## config.mk

```make
export PLATFORM = sky130hd
export DESIGN_NAME = lif_scheduler_flat
export DESIGN_NICKNAME = d
export VERILOG_FILES = /design/src/rtl/lif_scheduler_if.sv /design/src/rtl/lif_scheduler.sv /design/src/flat_wrapper.sv
export SDC_FILE = /design/constraint.sdc
export NUM_CORES = 1
export LEC_CHECK = 0
export BUFFER_PORTS_ARGS = -buffer_cell sky130_fd_sc_hd__buf_2
export CAP_MARGIN = 20
export CORE_MARGIN = 8
export CORE_UTILIZATION = 50
export CTS_CLUSTER_DIAMETER = 120
export DETAILED_ROUTE_END_ITERATION = 7
export PLACE_DENSITY = 0.67
export SYNTH_ARGS = -nofsm -noshare
export SYNTH_HDL_FRONTEND = slang
export SYNTH_SLANG_ARGS = --single-unit
```

## constraint.sdc

```tcl
create_clock -name clk -period 4.9 [get_ports clk]
set_input_delay 0.49 -clock clk [delete_from_list [all_inputs] [get_ports clk]]
set_output_delay 0.49 -clock clk [all_outputs]
set_load 0.1 [all_outputs]
```

## src/rtl/lif_scheduler_if.sv

```systemverilog
// Host-side bundle for lif_scheduler: step handshake, shadow-current writes,
// state readout and the spike stream.
interface lif_scheduler_if #(
    parameter int N_NEURONS = 4,
    parameter int WIDTH     = 8
);
    localparam int AW = $clog2(N_NEURONS);

    logic                 step_valid;
    logic                 step_ready;
    logic                 cur_wr_en;
    logic [AW-1:0]        cur_wr_addr;
    logic [WIDTH-1:0]     cur_wr_data;
    logic [AW-1:0]        rd_addr;
    logic [WIDTH-1:0]     rd_state;
    logic                 spk_valid;
    logic [AW-1:0]        spk_id;
    logic                 spk;
    logic                 done;
    logic [N_NEURONS-1:0] spike_vec;

    modport master (
        output step_valid, cur_wr_en, cur_wr_addr, cur_wr_data, rd_addr,
        input  step_ready, rd_state, spk_valid, spk_id, spk, done, spike_vec
    );

    modport slave (
        input  step_valid, cur_wr_en, cur_wr_addr, cur_wr_data, rd_addr,
        output step_ready, rd_state, spk_valid, spk_id, spk, done, spike_vec
    );
endinterface

```

## src/rtl/lif_scheduler.sv

```systemverilog
// Time-multiplexed LIF controller: one shared leak/integrate/fire datapath
// swept over N_NEURONS virtual neurons per accepted timestep.
module lif_scheduler #(
    parameter int N_NEURONS  = 4,
    parameter int WIDTH      = 8,
    parameter int THRESHOLD  = 200,
    parameter int LEAK_SHIFT = 1,
    parameter int REFRACT    = 2
) (
    input  logic           clk,
    input  logic           rst_n,
    lif_scheduler_if.slave bus
);
    localparam int                AW       = $clog2(N_NEURONS);
    localparam logic [WIDTH:0]    THRESH   = (WIDTH+1)'(THRESHOLD);
    localparam logic [3:0]        REF_LOAD = 4'(REFRACT);
    localparam logic [AW-1:0]     LAST     = AW'(N_NEURONS - 1);

    typedef enum logic [1:0] {
        IDLE   = 2'd0,
        UPDATE = 2'd1,
        DONE   = 2'd2
    } fsm_t;

    fsm_t                 fsm_reg, fsm_next;
    logic [AW-1:0]        k_reg, k_next;
    logic [N_NEURONS-1:0] acc_reg, acc_next;
    logic [N_NEURONS-1:0] spike_vec_reg, spike_vec_next;
    logic [N_NEURONS-1:0] acc_set;

    logic [WIDTH-1:0]     mem_q    [N_NEURONS];
    logic [WIDTH-1:0]     active_q [N_NEURONS];
    logic [3:0]           ref_q    [N_NEURONS];

    logic                 accept, upd;
    logic                 step_ready, spk_valid, done;
    logic [WIDTH-1:0]     mem_k, cur_k;
    logic [3:0]           ref_k;
    logic [WIDTH:0]       sum_raw;
    logic [WIDTH-1:0]     sum_sat;
    logic                 fire;
    logic [WIDTH-1:0]     mem_new;
    logic [3:0]           ref_new;

    assign accept = (fsm_reg == IDLE) && bus.step_valid;
    assign upd    = (fsm_reg == UPDATE);

    // Shared datapath operates on whichever neuron k_reg points at
    assign mem_k   = mem_q[k_reg];
    assign cur_k   = active_q[k_reg];
    assign ref_k   = ref_q[k_reg];
    assign sum_raw = {1'b0, mem_k >> LEAK_SHIFT} + {1'b0, cur_k};
    assign sum_sat = sum_raw[WIDTH] ? '1 : sum_raw[WIDTH-1:0];

    always_comb begin
        fire    = 1'b0;
        mem_new = sum_sat;
        ref_new = ref_k;
        if (ref_k != 4'd0) begin
            mem_new = '0;
            ref_new = ref_k - 4'd1;
        end else if ({1'b0, sum_sat} >= THRESH) begin
            fire    = 1'b1;
            mem_new = '0;
            ref_new = REF_LOAD;
        end
    end

    // Per-neuron register files; shadow takes host writes at any time,
    // active is frozen from shadow only on step accept.
    generate
        for (genvar gi = 0; gi < N_NEURONS; gi++) begin : g_neuron
            logic [WIDTH-1:0] shadow_reg, active_reg, mem_reg;
            logic [3:0]       ref_reg;
            logic             hit;

            assign hit = upd && (k_reg == AW'(gi));

            always_ff @(posedge clk or negedge rst_n) begin
                if (!rst_n) begin
                    shadow_reg <= '0;
                    active_reg <= '0;
                    mem_reg    <= '0;
                    ref_reg    <= '0;
                end else begin
                    if (bus.cur_wr_en && (bus.cur_wr_addr == AW'(gi)))
                        shadow_reg <= bus.cur_wr_data;
                    if (accept)
                        active_reg <= shadow_reg;
                    if (hit) begin
                        mem_reg <= mem_new;
                        ref_reg <= ref_new;
                    end
                end
            end

            assign mem_q[gi]    = mem_reg;
            assign active_q[gi] = active_reg;
            assign ref_q[gi]    = ref_reg;
            assign acc_set[gi]  = hit & fire;
        end
    endgenerate

    always_ff @(posedge clk or negedge rst_n) begin
        if (!rst_n) begin
            fsm_reg       <= IDLE;
            k_reg         <= '0;
            acc_reg       <= '0;
            spike_vec_reg <= '0;
        end else begin
            fsm_reg       <= fsm_next;
            k_reg         <= k_next;
            acc_reg       <= acc_next;
            spike_vec_reg <= spike_vec_next;
        end
    end

    always_comb begin
        fsm_next       = fsm_reg;
        k_next         = k_reg;
        acc_next       = acc_reg;
        spike_vec_next = spike_vec_reg;
        step_ready     = 1'b0;
        spk_valid      = 1'b0;
        done           = 1'b0;
        unique case (fsm_reg)
            IDLE: begin
                step_ready = 1'b1;
                if (accept) begin
                    k_next   = '0;
                    acc_next = '0;
                    fsm_next = UPDATE;
                end
            end
            UPDATE: begin
                spk_valid = 1'b1;
                acc_next  = acc_reg | acc_set;
                // Load the flags at the last update so they are visible during DONE
                if (k_reg == LAST) begin
                    fsm_next       = DONE;
                    spike_vec_next = acc_next;
                end else begin
                    k_next = k_reg + 1'b1;
                end
            end
            DONE: begin
                done     = 1'b1;
                fsm_next = IDLE;
            end
            default: fsm_next = IDLE;
        endcase
    end

    assign bus.step_ready = step_ready;
    assign bus.spk_valid  = spk_valid;
    assign bus.spk_id     = k_reg;
    assign bus.spk        = upd & fire;
    assign bus.done       = done;
    assign bus.spike_vec  = spike_vec_reg;
    assign bus.rd_state   = mem_q[bus.rd_addr];
endmodule

```

## src/flat_wrapper.sv

```systemverilog
// flat-port wrapper written by rule: the top's interface ports become plain ports
module lif_scheduler_flat 
#(
    parameter int N_NEURONS  = 4,
    parameter int WIDTH      = 8,
    parameter int THRESHOLD  = 200,
    parameter int LEAK_SHIFT = 1,
    parameter int REFRACT    = 2
)
  (clk, rst_n, bus_step_valid, bus_cur_wr_en, bus_cur_wr_addr, bus_cur_wr_data, bus_rd_addr, bus_step_ready, bus_rd_state, bus_spk_valid, bus_spk_id, bus_spk, bus_done, bus_spike_vec);
  lif_scheduler_if #(.N_NEURONS(N_NEURONS), .WIDTH(WIDTH)) bus_i ();
  input  logic clk;
  input  logic rst_n;
  input wire logic [$bits(bus_i.step_valid)-1:0] bus_step_valid;
  input wire logic [$bits(bus_i.cur_wr_en)-1:0] bus_cur_wr_en;
  input wire logic [$bits(bus_i.cur_wr_addr)-1:0] bus_cur_wr_addr;
  input wire logic [$bits(bus_i.cur_wr_data)-1:0] bus_cur_wr_data;
  input wire logic [$bits(bus_i.rd_addr)-1:0] bus_rd_addr;
  output wire logic [$bits(bus_i.step_ready)-1:0] bus_step_ready;
  output wire logic [$bits(bus_i.rd_state)-1:0] bus_rd_state;
  output wire logic [$bits(bus_i.spk_valid)-1:0] bus_spk_valid;
  output wire logic [$bits(bus_i.spk_id)-1:0] bus_spk_id;
  output wire logic [$bits(bus_i.spk)-1:0] bus_spk;
  output wire logic [$bits(bus_i.done)-1:0] bus_done;
  output wire logic [$bits(bus_i.spike_vec)-1:0] bus_spike_vec;
  assign bus_i.step_valid = bus_step_valid;
  assign bus_i.cur_wr_en = bus_cur_wr_en;
  assign bus_i.cur_wr_addr = bus_cur_wr_addr;
  assign bus_i.cur_wr_data = bus_cur_wr_data;
  assign bus_i.rd_addr = bus_rd_addr;
  assign bus_step_ready = bus_i.step_ready;
  assign bus_rd_state = bus_i.rd_state;
  assign bus_spk_valid = bus_i.spk_valid;
  assign bus_spk_id = bus_i.spk_id;
  assign bus_spk = bus_i.spk;
  assign bus_done = bus_i.done;
  assign bus_spike_vec = bus_i.spike_vec;
  lif_scheduler #(.N_NEURONS(N_NEURONS), .WIDTH(WIDTH), .THRESHOLD(THRESHOLD), .LEAK_SHIFT(LEAK_SHIFT), .REFRACT(REFRACT)) u_core (.clk(clk), .rst_n(rst_n), .bus(bus_i));
endmodule
```

==> key figures <==
Min path
  – Worst min-delay path class: in -> async

STA
  – Fin. Hold Viols: 0
  – F_max: 223 MHz
  – Layout Skew: 0.0106 ns
  – Setup TNS: 0 ns
  – RSZ-0062 raised after global routing: no
  – Final setup viols: 0
  – Tightest Pin Transition: 0.925 ns
  – Slew HR: 0.383
  – Final period demand of the worst path: 4.48 ns
  – Max Slew Vio Count: 0
  – Fin crit share: 0.913

Placed design
  – PortBufs: 33
  – GP Congestion: 0.908
  – Post-detail-place hpwl: 8.64 mm

Floorplan
  – I/O pins: 34
  – Core ar.: 0.0115 mm2
  – Die height: 124 um
  – Die area: 0.0155 mm2
  – Die extent in x: 124 um
  – Initial Utilization: 0.512
  – Rows: 39

Clock network
  – Num CTS Buffers: 17
  – H-tree lvl count: 4
  – CTS tree: yes
  – Clk_lat worst skew: 0.42 ns
  – Worst-path clk slew: 0.06 ns
  – Sink Count: 124
  – Root Driver: clkbuf_16
  – Max clock buf depth: 2

Route
  – Routed len/inst: 17.7 um
  – Aggregate routed wire length: 12.8 mm
  – Detailed Route Iter0 Violations: 268
  – First-pass DRT Iterations: 5
  – Drt drc: 0
  – Vias: 4138
  – Post-route ant nets: 0
  – Vias per cell: 5.73

Synthesis
  – Register area share after synthesis: 0.528
  – Primary FF master, synth: dfrtp_1
  – Synthesis-stage register bit count: 124
  – Asr flop ratio synth: 1.00
  – Yosys warns: 0
  – Mapped Area: 0.00588 mm2
  – Synth cell types: 48
  – Mean post-synth cell area: 11.1 um2
  – Mapped Nets: 560
  – Post-synth EDFFs: 0
  – Count of mapped cells out of synthesis: 531

Global routing
  – Global-route wire length before repair: 21.5 mm
  – Initial antenna violation count: 0
  – Vias in the first global route: 4177
  – GRT Residual Overflow: 0
  – Tot GR Track Use: 0.174
  – Largest net degree at the start of global routing: 74

Final layout
  – Area grow syn2layout: 16.4%
  – Fin nets: 595
  – Ant diodes: 0
  – Share of layout cells above drive strength 1: 0.237

Setup path
  – Worst path slowest cell: mux4_2
  – Critical path required time: 4.41 ns
  – Max FO, Critical Path: 13
  – Cell Chain, Critical Path: buf_4 > mux4_2 > ha_1 > o21ai_0 > o21ai_0 > nand3_1 > a32oi_1 > nand3_1 > nor2_4 > buf_12
  – CP Launch Type: flip-flop
  – WS Path Type: reg -> out
  – Crit end category: primary output
  – Bufs and invs on worst path: 2
  – Cell family with most CP delay: compound AO/OA/AOI/OAI gates
  – Max incr delay on CP: 0.54 ns
  – Crit path DAT: 3.99 ns

Flow run
  – Max Cap Viol: 0

Run status
  – Status: complete, no violations
==> final timing paths <==
check | end | startpoint | cells after the start | slack, ns
max | bus_spk | u_core.bus.spk_id[0] | 10 | 0.42
min in group clk | u_core.g_neuron[0].shadow_reg[2] | bus_cur_wr_data[2] | 2 | 0.34
max reg2reg | u_core.g_neuron[3].mem_reg[2] | u_core.bus.spk_id[0] | 9 | 1.11
min | u_core.g_neuron[2].mem_reg[4] | rst_n | 1 | 0.21
min reg2reg | u_core.g_neuron[1].active_reg[3] | u_core.g_neuron[1].shadow_reg[3] | 2 | 0.47
max in group asynchronous | u_core.g_neuron[1].shadow_reg[4] | rst_n | 2 | 3.48
==> placed cells by master (no fill, tap or decap), types with 2 or more instances in the layout <==
cell,n
o211ai_1,5
mux2i_1,3
dfrtp_1,123
buf_4,6
inv_1,9
and2_1,5
o31ai_1,20
clkbuf_1,2
nor4_1,2
nor2_1,22
nand3b_1,2
clkinv_4,2
xor2_1,2
a31oi_1,9
o2111ai_1,2
nand2_1,149
nor3_1,4
ha_1,12
bufinv_16,3
clkinvlp_4,3
clkbuf_16,18
a211o_1,2
a21oi_1,9
mux4_2,26
inv_6,3
mux2_2,34
a211oi_1,2
nor3b_1,3
nand2b_1,2
a21o_1,2
o2bb2ai_1,2
or3_1,2
o41ai_1,4
clkinv_2,2
buf_2,31
nor2b_1,2
or2_2,2
o21ai_0,25
nand3_1,4
==> area by class of cell <==
class                   instances  area, um2
clock inverters                13        166
clock buffers                  19        433
inverters                      11       41.3
well taps                     143        179
flip-flops and latches        124       3100
repair buffers                 40        273
fillers                       931       4630
multi-input cells             372       2640
==> synth_stat cells (all sizes together), types with 8 or more instances <==
cell type	n	area share
a21oi	9	0.0077
a31oi	9	0.0096
buf	8	0.0064
clkbuf	16	0.010
dfrtp	124	0.53
ha	12	0.026
inv	10	0.0064
mux2	34	0.065
mux4	26	0.10
nand2	149	0.095
nor2	23	0.015
o21ai	26	0.022
o31ai	20	0.026
==> logic make-up after synthesis <==
kind of cell	count (synthesis)	share of synthesized area
AOI/OAI and AO/OA	89	0.100
and+or+nand+nor	204	0.145
xor gates and xnor gates	3	0.00447
buffers and inverters	35	0.0236
DFF	124	0.528
muxes	63	0.170
adders and majority gates	13	0.0290
==> what timing repair did <==
| action | 4_1_cts | 5_1_grt |
|---|---|---|
| endpoints found under the hold margin | 0 | 0 |
| buffers inserted | 0 | 0 |
| resized for setup | 0 | 1 |
| hold buffers | 0 | 0 |
| setup endpoints to repair | 0 | 1 |
==> stage by stage <==
| stage | util | instance area, um2 | instances | setup slack [ns] | hold slack (ns) |
|---|---|---|---|---|---|
| floorplan | - | 5880 | 531 | 0.0228 | 0.194 |
| global placement | 0.539 | 6190 | 688 | 0.856 | 0.448 |
| detailed placement | 0.539 | 6190 | 688 | 0.785 | 0.452 |
| CTS | 0.592 | 6790 | 720 | 0.315 | 0.233 |
| global route | 0.596 | 6840 | 722 | 0.0908 | 0.271 |
| finish | 0.596 | 6840 | 722 | 0.424 | 0.207 |
==> per-layer routing <==
| metal | vias to the layer above | global-route usage | share of wire |
|---|---|---|---|
| li1 | 1973 | - | - |
| met1 | 2053 | 0.224 | 0.46 |
| met2 | 99 | 0.267 | 0.47 |
| met3 | 13 | 0.0562 | 0.051 |
| met4 | 0 | 0.0645 | 0.012 |
| met5 | - | 0 | 0 |
Power is left out: the tool's default activity adds up to more than one toggle a clock period on the data nets, which glitch-free logic cannot reach.
